## src/rtl/rice_core_pkg.sv

```systemverilog
// Shared types and helpers for the rice bus arbiter and its in-flight ID FIFO.
package rice_core_pkg;

  function automatic int id_width(input int n);
    return (n > 1) ? $clog2(n) : 1;
  endfunction

  localparam int RICE_BUS_N_MASTERS = 2;
  localparam int RICE_BUS_ID_W      = id_width(RICE_BUS_N_MASTERS);

  typedef logic [RICE_BUS_ID_W-1:0] rice_bus_master_id_t;

  typedef enum logic {
    IDLE   = 1'b0,
    LOCKED = 1'b1
  } arb_state_e;

endpackage

```

## src/rtl/rice_bus_id_fifo.sv

```systemverilog
// Synchronous FIFO recording which master issued each in-flight request.
// A push while full is dropped even if a pop happens in the same cycle.
module rice_bus_id_fifo #(
  parameter int WIDTH = 1,
  parameter int DEPTH = 2
) (
  input  logic             i_clk,
  input  logic             i_rst,
  input  logic             i_push,
  input  logic [WIDTH-1:0] i_push_data,
  input  logic             i_pop,
  output logic             o_full,
  output logic             o_empty,
  output logic [WIDTH-1:0] o_head
);
  localparam int AW = (DEPTH > 1) ? $clog2(DEPTH) : 1;
  localparam int CW = $clog2(DEPTH + 1);

  logic [DEPTH-1:0][WIDTH-1:0] mem_q, mem_d;
  logic [AW-1:0]               wr_q, wr_d, rd_q, rd_d;
  logic [CW-1:0]               cnt_q, cnt_d;
  logic                        do_push, do_pop;

  function automatic logic [AW-1:0] nxt(input logic [AW-1:0] p);
    return (DEPTH == 1) ? '0 : p + 1'b1;
  endfunction

  assign o_full  = (cnt_q == CW'(DEPTH));
  assign o_empty = (cnt_q == '0);
  assign o_head  = mem_q[rd_q];
  assign do_push = i_push & ~o_full;
  assign do_pop  = i_pop & ~o_empty;

  always_comb begin
    mem_d = mem_q;
    wr_d  = wr_q;
    rd_d  = rd_q;
    cnt_d = cnt_q;
    if (do_push) begin
      mem_d[wr_q] = i_push_data;
      wr_d        = nxt(wr_q);
    end
    if (do_pop) rd_d = nxt(rd_q);
    case ({do_push, do_pop})
      2'b10:   cnt_d = cnt_q + 1'b1;
      2'b01:   cnt_d = cnt_q - 1'b1;
      default: cnt_d = cnt_q;
    endcase
  end

  always_ff @(posedge i_clk or posedge i_rst) begin
    if (i_rst) begin
      mem_q <= '0;
      wr_q  <= '0;
      rd_q  <= '0;
      cnt_q <= '0;
    end else begin
      mem_q <= mem_d;
      wr_q  <= wr_d;
      rd_q  <= rd_d;
      cnt_q <= cnt_d;
    end
  end

endmodule

```

## src/rtl/rice_bus_arbiter.sv

```systemverilog
// N-master to 1-slave rice bus arbiter; responses return in order via an ID FIFO.
// Define RICE_BUS_ARBITER_FIXED_PRIORITY_EN for lowest-index-wins arbitration.
module rice_bus_arbiter
  import rice_core_pkg::*;
#(
  parameter int N_MASTERS       = 2,
  parameter int ADDRESS_WIDTH   = 32,
  parameter int DATA_WIDTH      = 32,
  parameter int MAX_OUTSTANDING = 2
) (
  input  logic                                       i_clk,
  input  logic                                       i_rst,
  input  logic [N_MASTERS-1:0]                       i_m_request_valid,
  output logic [N_MASTERS-1:0]                       o_m_request_ready,
  input  logic [N_MASTERS-1:0][ADDRESS_WIDTH-1:0]    i_m_address,
  input  logic [N_MASTERS-1:0]                       i_m_write,
  input  logic [N_MASTERS-1:0][DATA_WIDTH-1:0]       i_m_write_data,
  input  logic [N_MASTERS-1:0][DATA_WIDTH/8-1:0]     i_m_strobe,
  output logic [N_MASTERS-1:0]                       o_m_response_valid,
  input  logic [N_MASTERS-1:0]                       i_m_response_ready,
  output logic [DATA_WIDTH-1:0]                      o_m_read_data,
  output logic                                       o_m_error,
  output logic                                       o_s_request_valid,
  input  logic                                       i_s_request_ready,
  output logic [ADDRESS_WIDTH-1:0]                   o_s_address,
  output logic                                       o_s_write,
  output logic [DATA_WIDTH-1:0]                      o_s_write_data,
  output logic [DATA_WIDTH/8-1:0]                    o_s_strobe,
  input  logic                                       i_s_response_valid,
  output logic                                       o_s_response_ready,
  input  logic [DATA_WIDTH-1:0]                      i_s_read_data,
  input  logic                                       i_s_error
);
  localparam int IDW = id_width(N_MASTERS);
  typedef logic [IDW-1:0] mid_t;

  arb_state_e state_q, state_d;
  mid_t       lock_id_q, lock_id_d, sel, grant, head;
  logic       sel_hit, gnt_vld, full, empty, req_hs, rsp_hs;

`ifdef RICE_BUS_ARBITER_FIXED_PRIORITY_EN
  always_comb begin
    sel     = '0;
    sel_hit = 1'b0;
    for (int i = N_MASTERS - 1; i >= 0; i--) begin
      if (i_m_request_valid[i]) begin
        sel     = mid_t'(i);
        sel_hit = 1'b1;
      end
    end
  end
`else
  mid_t ptr_q, ptr_d;
  mid_t idx;

  // Search starts one past the last granted master so it goes to the back of the line.
  always_comb begin
    sel     = '0;
    sel_hit = 1'b0;
    idx     = '0;
    for (int i = 1; i <= N_MASTERS; i++) begin
      idx = mid_t'((int'(ptr_q) + i) % N_MASTERS);
      if (!sel_hit && i_m_request_valid[idx]) begin
        sel     = idx;
        sel_hit = 1'b1;
      end
    end
  end

  assign ptr_d = req_hs ? grant : ptr_q;

  always_ff @(posedge i_clk or posedge i_rst) begin
    if (i_rst) ptr_q <= '0;
    else       ptr_q <= ptr_d;
  end
`endif

  assign grant   = (state_q == LOCKED) ? lock_id_q : sel;
  assign gnt_vld = (state_q == LOCKED) | sel_hit;

  assign o_s_request_valid = gnt_vld & i_m_request_valid[grant] & ~full;
  assign req_hs            = o_s_request_valid & i_s_request_ready;
  assign o_s_address       = i_m_address[grant];
  assign o_s_write         = i_m_write[grant];
  assign o_s_write_data    = i_m_write_data[grant];
  assign o_s_strobe        = i_m_strobe[grant];

  always_comb begin
    o_m_request_ready = '0;
    if (gnt_vld & i_s_request_ready & ~full) o_m_request_ready[grant] = 1'b1;
  end

  // A stalled grant is frozen so the slave sees a stable payload until it accepts.
  always_comb begin
    state_d   = state_q;
    lock_id_d = lock_id_q;
    case (state_q)
      IDLE: if (sel_hit && !req_hs) begin
        state_d   = LOCKED;
        lock_id_d = sel;
      end
      LOCKED:  if (req_hs) state_d = IDLE;
      default: state_d = IDLE;
    endcase
  end

  always_ff @(posedge i_clk or posedge i_rst) begin
    if (i_rst) begin
      state_q   <= IDLE;
      lock_id_q <= '0;
    end else begin
      state_q   <= state_d;
      lock_id_q <= lock_id_d;
    end
  end

  rice_bus_id_fifo #(
    .WIDTH (IDW),
    .DEPTH (MAX_OUTSTANDING)
  ) u_id_fifo (
    .i_clk       (i_clk),
    .i_rst       (i_rst),
    .i_push      (req_hs),
    .i_push_data (grant),
    .i_pop       (rsp_hs),
    .o_full      (full),
    .o_empty     (empty),
    .o_head      (head)
  );

  assign o_s_response_ready = ~empty & i_m_response_ready[head];
  assign rsp_hs             = i_s_response_valid & o_s_response_ready;
  assign o_m_read_data      = i_s_read_data;
  assign o_m_error          = i_s_error;

  always_comb begin
    o_m_response_valid = '0;
    if (~empty & i_s_response_valid) o_m_response_valid[head] = 1'b1;
  end

endmodule

```

## config.mk

```make
export PLATFORM = sky130hd
export DESIGN_NAME = rice_bus_arbiter
export DESIGN_NICKNAME = d
export VERILOG_FILES = /design/src/rtl/rice_core_pkg.sv /design/src/rtl/rice_bus_id_fifo.sv /design/src/rtl/rice_bus_arbiter.sv
export SDC_FILE = /design/constraint.sdc
export NUM_CORES = 1
export LEC_CHECK = 0
export CORE_AREA = 4 4 110 112
export DETAILED_ROUTE_END_ITERATION = 16
export DIE_AREA = 0 0 114 116
export PLACE_DENSITY = 0.72
export SYNTH_ARGS = -nofsm -noshare
export SYNTH_HDL_FRONTEND = slang
export SYNTH_HIERARCHICAL = 1
export SYNTH_SLANG_ARGS = --single-unit
```

## constraint.sdc

```tcl
create_clock -name i_clk -period 1.7 [get_ports i_clk]
set_input_delay 0.34 -clock i_clk [delete_from_list [all_inputs] [get_ports i_clk]]
set_output_delay 0.34 -clock i_clk [all_outputs]
set_load 0.03 [all_outputs]
```

# Word level (Yosys, flattened, before mapping)
# Index checks and enable logic that the tools add are counted.
# word_totals
output_inout_bits	108
reg_bits	9
input_bits	179
elab_cells	86
# classes
bitwise	14
order_cmp	9
muxes	36
n_eq_ne	3
n_reduce_logical	10
addsub	6
# ops
op	n
$mux W32	4
$mux W1	22
$lt A1 B2 Y1 const B	6
$and A1 B1 Y1	10
$mux W4	2
$logic_and A1 B1 Y1	5
$add A1 B1 Y1 const B	4
$eq A2 B2 Y1 const B	2
$mux W2	2
$pmux W2 S2	1
$demux W1 S1	3
$ge A1 B1 Y1 const B	3
$not A1 Y1	3
$add A2 B1 Y2 const B	1
$bwmux W2	1
$eq A2 B1 Y1 const B	1
$logic_not A1 Y1	2
$logic_not A2 Y1	1
$pmux W1 S2	1
$reduce_and A2 Y1	1
$reduce_bool A2 Y1	1
$sub A2 B1 Y2 const B	1
$or A1 B1 Y1	1

# Depth between registers and ports, before layout
# depth
word_depth	17
mapped_depth	9

# Cells and area by module
# The synthesis kept the hierarchy.
# modules_own_cells
module	cells_per_inst	area_per_inst_um2	instances
rice_bus_arbiter	138	1356.3	1
rice_bus_id_fifo	24	286.5	1

# Worst setup path after synthesis
# OpenSTA, ideal clock, no wires.
# synth_path
path_kind	register -> register
start	reg u_id_fifo.rd_q
end	reg u_id_fifo.cnt_q[1]
arrival_ns	2.152
path_stages_with_launch	9
required_time_ns	1.621
setup_slack_ns	-0.532
setup_time_ns	0.079
cell_sequence	dfrtp_1 > mux2_2 > mux2i_1 > nor2_1 > and2_1 > nor2b_1 > ha_1 > nor2_1 > xor2_1
# synth_between
elab_chain_len	9
elab_cells_between_ends	11
classes_between	2 x eq/ne; 5 x mux; 3 x bitwise; 1 x reduce/logical
# synth_rtl
element	line	rtl
from (decl)	rice_bus_id_fifo.sv:20	logic [AW-1:0] wr_q, wr_d, rd_q, rd_d;
from (signal assigned)	rice_bus_id_fifo.sv:60	rd_q <= rd_d;
$mux W1 (not written as such) * (2 in series)	rice_bus_id_fifo.sv:30	assign o_head = mem_q[rd_q];
via head	rice_bus_arbiter.sv:38	mid_t lock_id_q, lock_id_d, sel, grant, head;
$mux W1 (not written as such) * (2 in series)	rice_bus_arbiter.sv:131	assign o_s_response_ready = ~empty & i_m_response_ready[head];
$and A1 B1 Y1 *	rice_bus_arbiter.sv:131	
via o_s_response_ready	rice_bus_arbiter.sv:30	output logic o_s_response_ready,
$and A1 B1 Y1 *	rice_bus_arbiter.sv:132	assign rsp_hs = i_s_response_valid & o_s_response_ready;
via rsp_hs	rice_bus_arbiter.sv:39	logic sel_hit, gnt_vld, full, empty, req_hs, rsp_hs;
$and A1 B1 Y1 *	rice_bus_id_fifo.sv:32	assign do_pop = i_pop & ~o_empty;
via u_id_fifo.do_pop	rice_bus_id_fifo.sv:22	logic do_push, do_pop;
$eq A2 B1 Y1 / $eq A2 B2 Y1 (equally long branches)	rice_bus_id_fifo.sv:44	case ({do_push, do_pop})
$pmux W2 S2 / $reduce_bool A2 Y1 (equally long branches)	--	
to (signal assigned)	rice_bus_id_fifo.sv:61	cnt_q <= cnt_d;
to (decl)	rice_bus_id_fifo.sv:21	logic [CW-1:0] cnt_q, cnt_d;
# The timed path passes the listed nets; every way through them passes the cells marked *. The select of a mux whose other input is x is not followed.
# A chain may end at the register's enable or synchronous reset.

# Worst setup path after layout
# layout_path
start	reg state_q
end	out o_s_write_data[9]
# layout_between
elab_chain_len	3
# layout_rtl
element	line	rtl
from (decl)	rice_bus_arbiter.sv:37	arb_state_e state_q, state_d;
from (signal assigned)	rice_bus_arbiter.sv:112	state_q <= state_d;
$mux W1	rice_bus_arbiter.sv:78	assign grant = (state_q == LOCKED) ? lock_id_q : sel;
$mux W32 (not written as such) (2 in series)	rice_bus_arbiter.sv:85	assign o_s_write_data = i_m_write_data[grant];
to (decl)	rice_bus_arbiter.sv:27	output logic [DATA_WIDTH-1:0] o_s_write_data,
# No other way between the ends. The select of a mux whose other input is x is not followed.

==> results <==
-- cell families after synthesis --
kind of cell	Yosys count	share of synthesized area
AOI/OAI and AO/OA	6	0.0373
xor gates and xnor gates	5	0.0267
adders and majority gates	1	0.00761
buffers and inverters	45	0.210
DFF	9	0.137
muxes	74	0.506
and+or+nand+nor	22	0.0746
-- per-layer routing --
layer	vias up	wire length [um]	global-route usage
li1	1026	-	-
met1	988	3710	0.152
met4	0	116	0.0198
met2	135	4880	0.227
met5	-	0	0
met3	6	878	0.0366
-- worst reg2reg max path: cells and delay by family (launching register included) --
family / cells / cell delay [ps]
XOR/XNOR: 2 / 260
adder cells (fa/ha/maj): 1 / 150
flip-flops: 1 / 390
multiplexers: 2 / 540
AND/OR/NAND/NOR: 4 / 430
-- state kept, by name, indices dropped and copies added, names as in the netlist --
register,cells
lock_id_q,1
state_q,1
u_id_fifo/mem_q,2
u_id_fifo/wr_q,1
ptr_q,1
u_id_fifo/rd_q,1
u_id_fifo/cnt_q,2
-- report_power, final --
| part | internal (mW) | total (mW) | switching (mW) |
|---|---|---|---|
| combinational | 4.64 | 8.04 | 3.40 |
| sequential | 0.326 | 0.421 | 0.0941 |
| clock | 0.313 | 0.412 | 0.0985 |
| total | 5.28 | 8.87 | 3.60 |
-- synth_stat cells, drive strengths merged --
cell type   n  share of area
o221a       2          0.014
nor2b       3          0.013
o21ai       2         0.0061
xor2        2          0.011
buf        40           0.20
a21boi      1         0.0046
dfrtp       9           0.14
mux2i       1         0.0061
nand2b      4          0.017
nand3b      1         0.0046
nand3       1         0.0030
nor2        6          0.014
nor3        1         0.0030
inv         5          0.011
mux2       73           0.50
a22oi       1          0.013
and2        1         0.0038
ha          1         0.0076
nand2       3         0.0069
nor3b       1         0.0046
xnor2       3          0.016
and3b       1         0.0053
-- how the worst max path moves through the flow --
stage / from / end / slack [ps] / cells after the start
after floorplan: u_id_fifo/rd_q$_DFFE_PP0P_ / u_id_fifo/cnt_q[1]$_DFFE_PP0P_ / -240 / 9
after global placement: i_m_request_valid[1] / o_s_strobe[3] / -1040 / 6
after detailed placement: i_m_request_valid[1] / o_s_write_data[31] / -1060 / 6
after CTS: state_q$_DFF_PP0_ / o_s_write_data[9] / -490 / 6
after global routing: ptr_q$_DFFE_PP0P_ / o_s_write_data[9] / -530 / 7
final: state_q$_DFF_PP0_ / o_s_write_data[9] / -460 / 6
-- repair_timing --
item,in CTS,in global routing
setup buffers,21,8
resized for setup,444,19
gates cloned,8,1
pin swaps,7,6
endpoints found under the hold margin,0,0
setup endpoints to repair,80,81
-- through the flow --
| stage | setup TNS [ps] | cell area (um^2) | cells |
|---|---|---|---|
| floorplan | -1620 | 1950 | 162 |
| global placement | -69380 | 4150 | 508 |
| detailed placement | -70820 | 4150 | 508 |
| CTS | -29490 | 4870 | 541 |
| global route | -33710 | 5010 | 548 |
| finish | -28510 | 5010 | 548 |
-- final cells by class --
class,count,share of cell area
inverter,5,0.00475
timing repair buffer,279,0.607
tap,143,0.0357
sequential,9,0.0452
multi-input combinational,108,0.291
clock buffer,4,0.0157
==> summary.txt <==
Worst setup path
  • R2r endpoint: u_id_fifo/cnt_q[1]$_DFFE_PP0P_
  • CP Launch Type: register
  • Max incr delay on CP: 440 ps
  • Cell mode on critical path: buf_12
  • FF-to-FF Start: u_id_fifo/rd_q$_DFFE_PP0P_
  • Reg-to-reg setup timing slack: -190 ps
  • CP Capture Type: primary output
  • Critical Path, Cell by Cell: a22oi_4, buf_12, buf_12, buf_16, mux2_4, buf_8
  • Setup Crit Path Kind: register to primary output
  • Crit path buffers/inverters: 4
  • Reg2reg path depth: 9
  • Worst Path Arrival: 1820 ps
  • CP required: 1360 ps
  • Slowest CP cell: dfrtp_2
  • CP max FO: 8
  • CP top delay family: buffers and inverters

Layout
  • Multi-input logic area: 1460 um^2
  • Layout cells sized above 1: 0.570
  • Final core occ: 0.446
  • Layout net count: 586
  • Commonest non-fill, non-tap cell in the layout: clkdlybuf4s50_1
  • Commonest cells after routing, fill and taps aside: 143 x clkdlybuf4s50_1, 80 x buf_6, 72 x mux2_4
  • FF+latch area: 226 um^2
  • Fill count: 1044
  • Antenna cells: 0
  • Layout area overhead: 205%

Routing
  • Final WL: 9580 um
  • Wire per inst: 17.5 um
  • DRC Markers: 0
  • ANT nets after route: 0
  • DRT iter0 DRCs: 36
  • DR vias: 2155
  • Drt pass-1 iters: 4
  • DR vias/cell: 3.93

Synth
  • Syn Nets: 342
  • Post-synthesis sequential area ratio: 0.137
  • Cell Area, Synth: 1640 um^2
  • Synth Area per Inst: 10.1 um^2
  • Synth warn: 6
  • Gate Count Post-Synth: 162
  • Seq cells post-synth: 9
  • Yosys cell types: 26

Die
  • Die height: 116 um
  • Total core area: 11200 um^2
  • Die X-Extent: 114 um
  • Die area: 13200 um^2
  • Starting density of the core: 0.146
  • Cell Rows: 39
  • I/O pins: 287

GRT
  • Initial antenna violation count: 0
  • Pin count of the biggest net entering global routing: 11
  • GRT Util Overall: 0.126
  • Grt ovf: 0
  • Vias in the first global route: 2246
  • Global-route wire length before repair: 13000 um

Clock network
  • Root buf cell: clkbuf_16
  • Worst skew pair latency: 230 ps
  • CTS tree: done
  • Maximum buffer depth of the clock tree: 2
  • Clk slew on worst S/H paths: 40 ps
  • H-Tree Depth: 1
  • CTS Sinks: 9
  • Hold_buf cts: 0
  • Cts bufs inserted: 3

STA
  • Layout Skew: 3.27 ps
  • Hold WS: 352 ps
  • Worst Tran Pin Value: 230 ps
  • Setup ws final: -462 ps
  • Tcrit/Tclk final: 1.27
  • Min Tclk post-route: 2160 ps
  • Final hold vios: 0
  • Max Fclk: 463 MHz
  • Slew Viols, Final: 0
  • Setup Viol. Count Final: 80
  • RSZ-0062 raised after global routing: yes
  • Max_slew headroom: 0.845

Place
  • Port bufs: 220
  • Place WS: -1060 ps
  • Hpwl dp: 6940 um
  • Placer Congestion: 0.801

Power and ir drop
  • Total power draw: 8.87 mW
  • Peak supply drop: 0.000878 V
  • PD cells: 1770 nW/um^2
  • Lkg Pwr: 2.35 nW

Run status
  • Outcome: complete, but fails checks
  • Failing checks: setup timing

Job
  • Max_cap viols: 0

Min path
  • Hold WC Path Type: input port to async pin
Note: power is estimated with default switching activity, not from simulation.
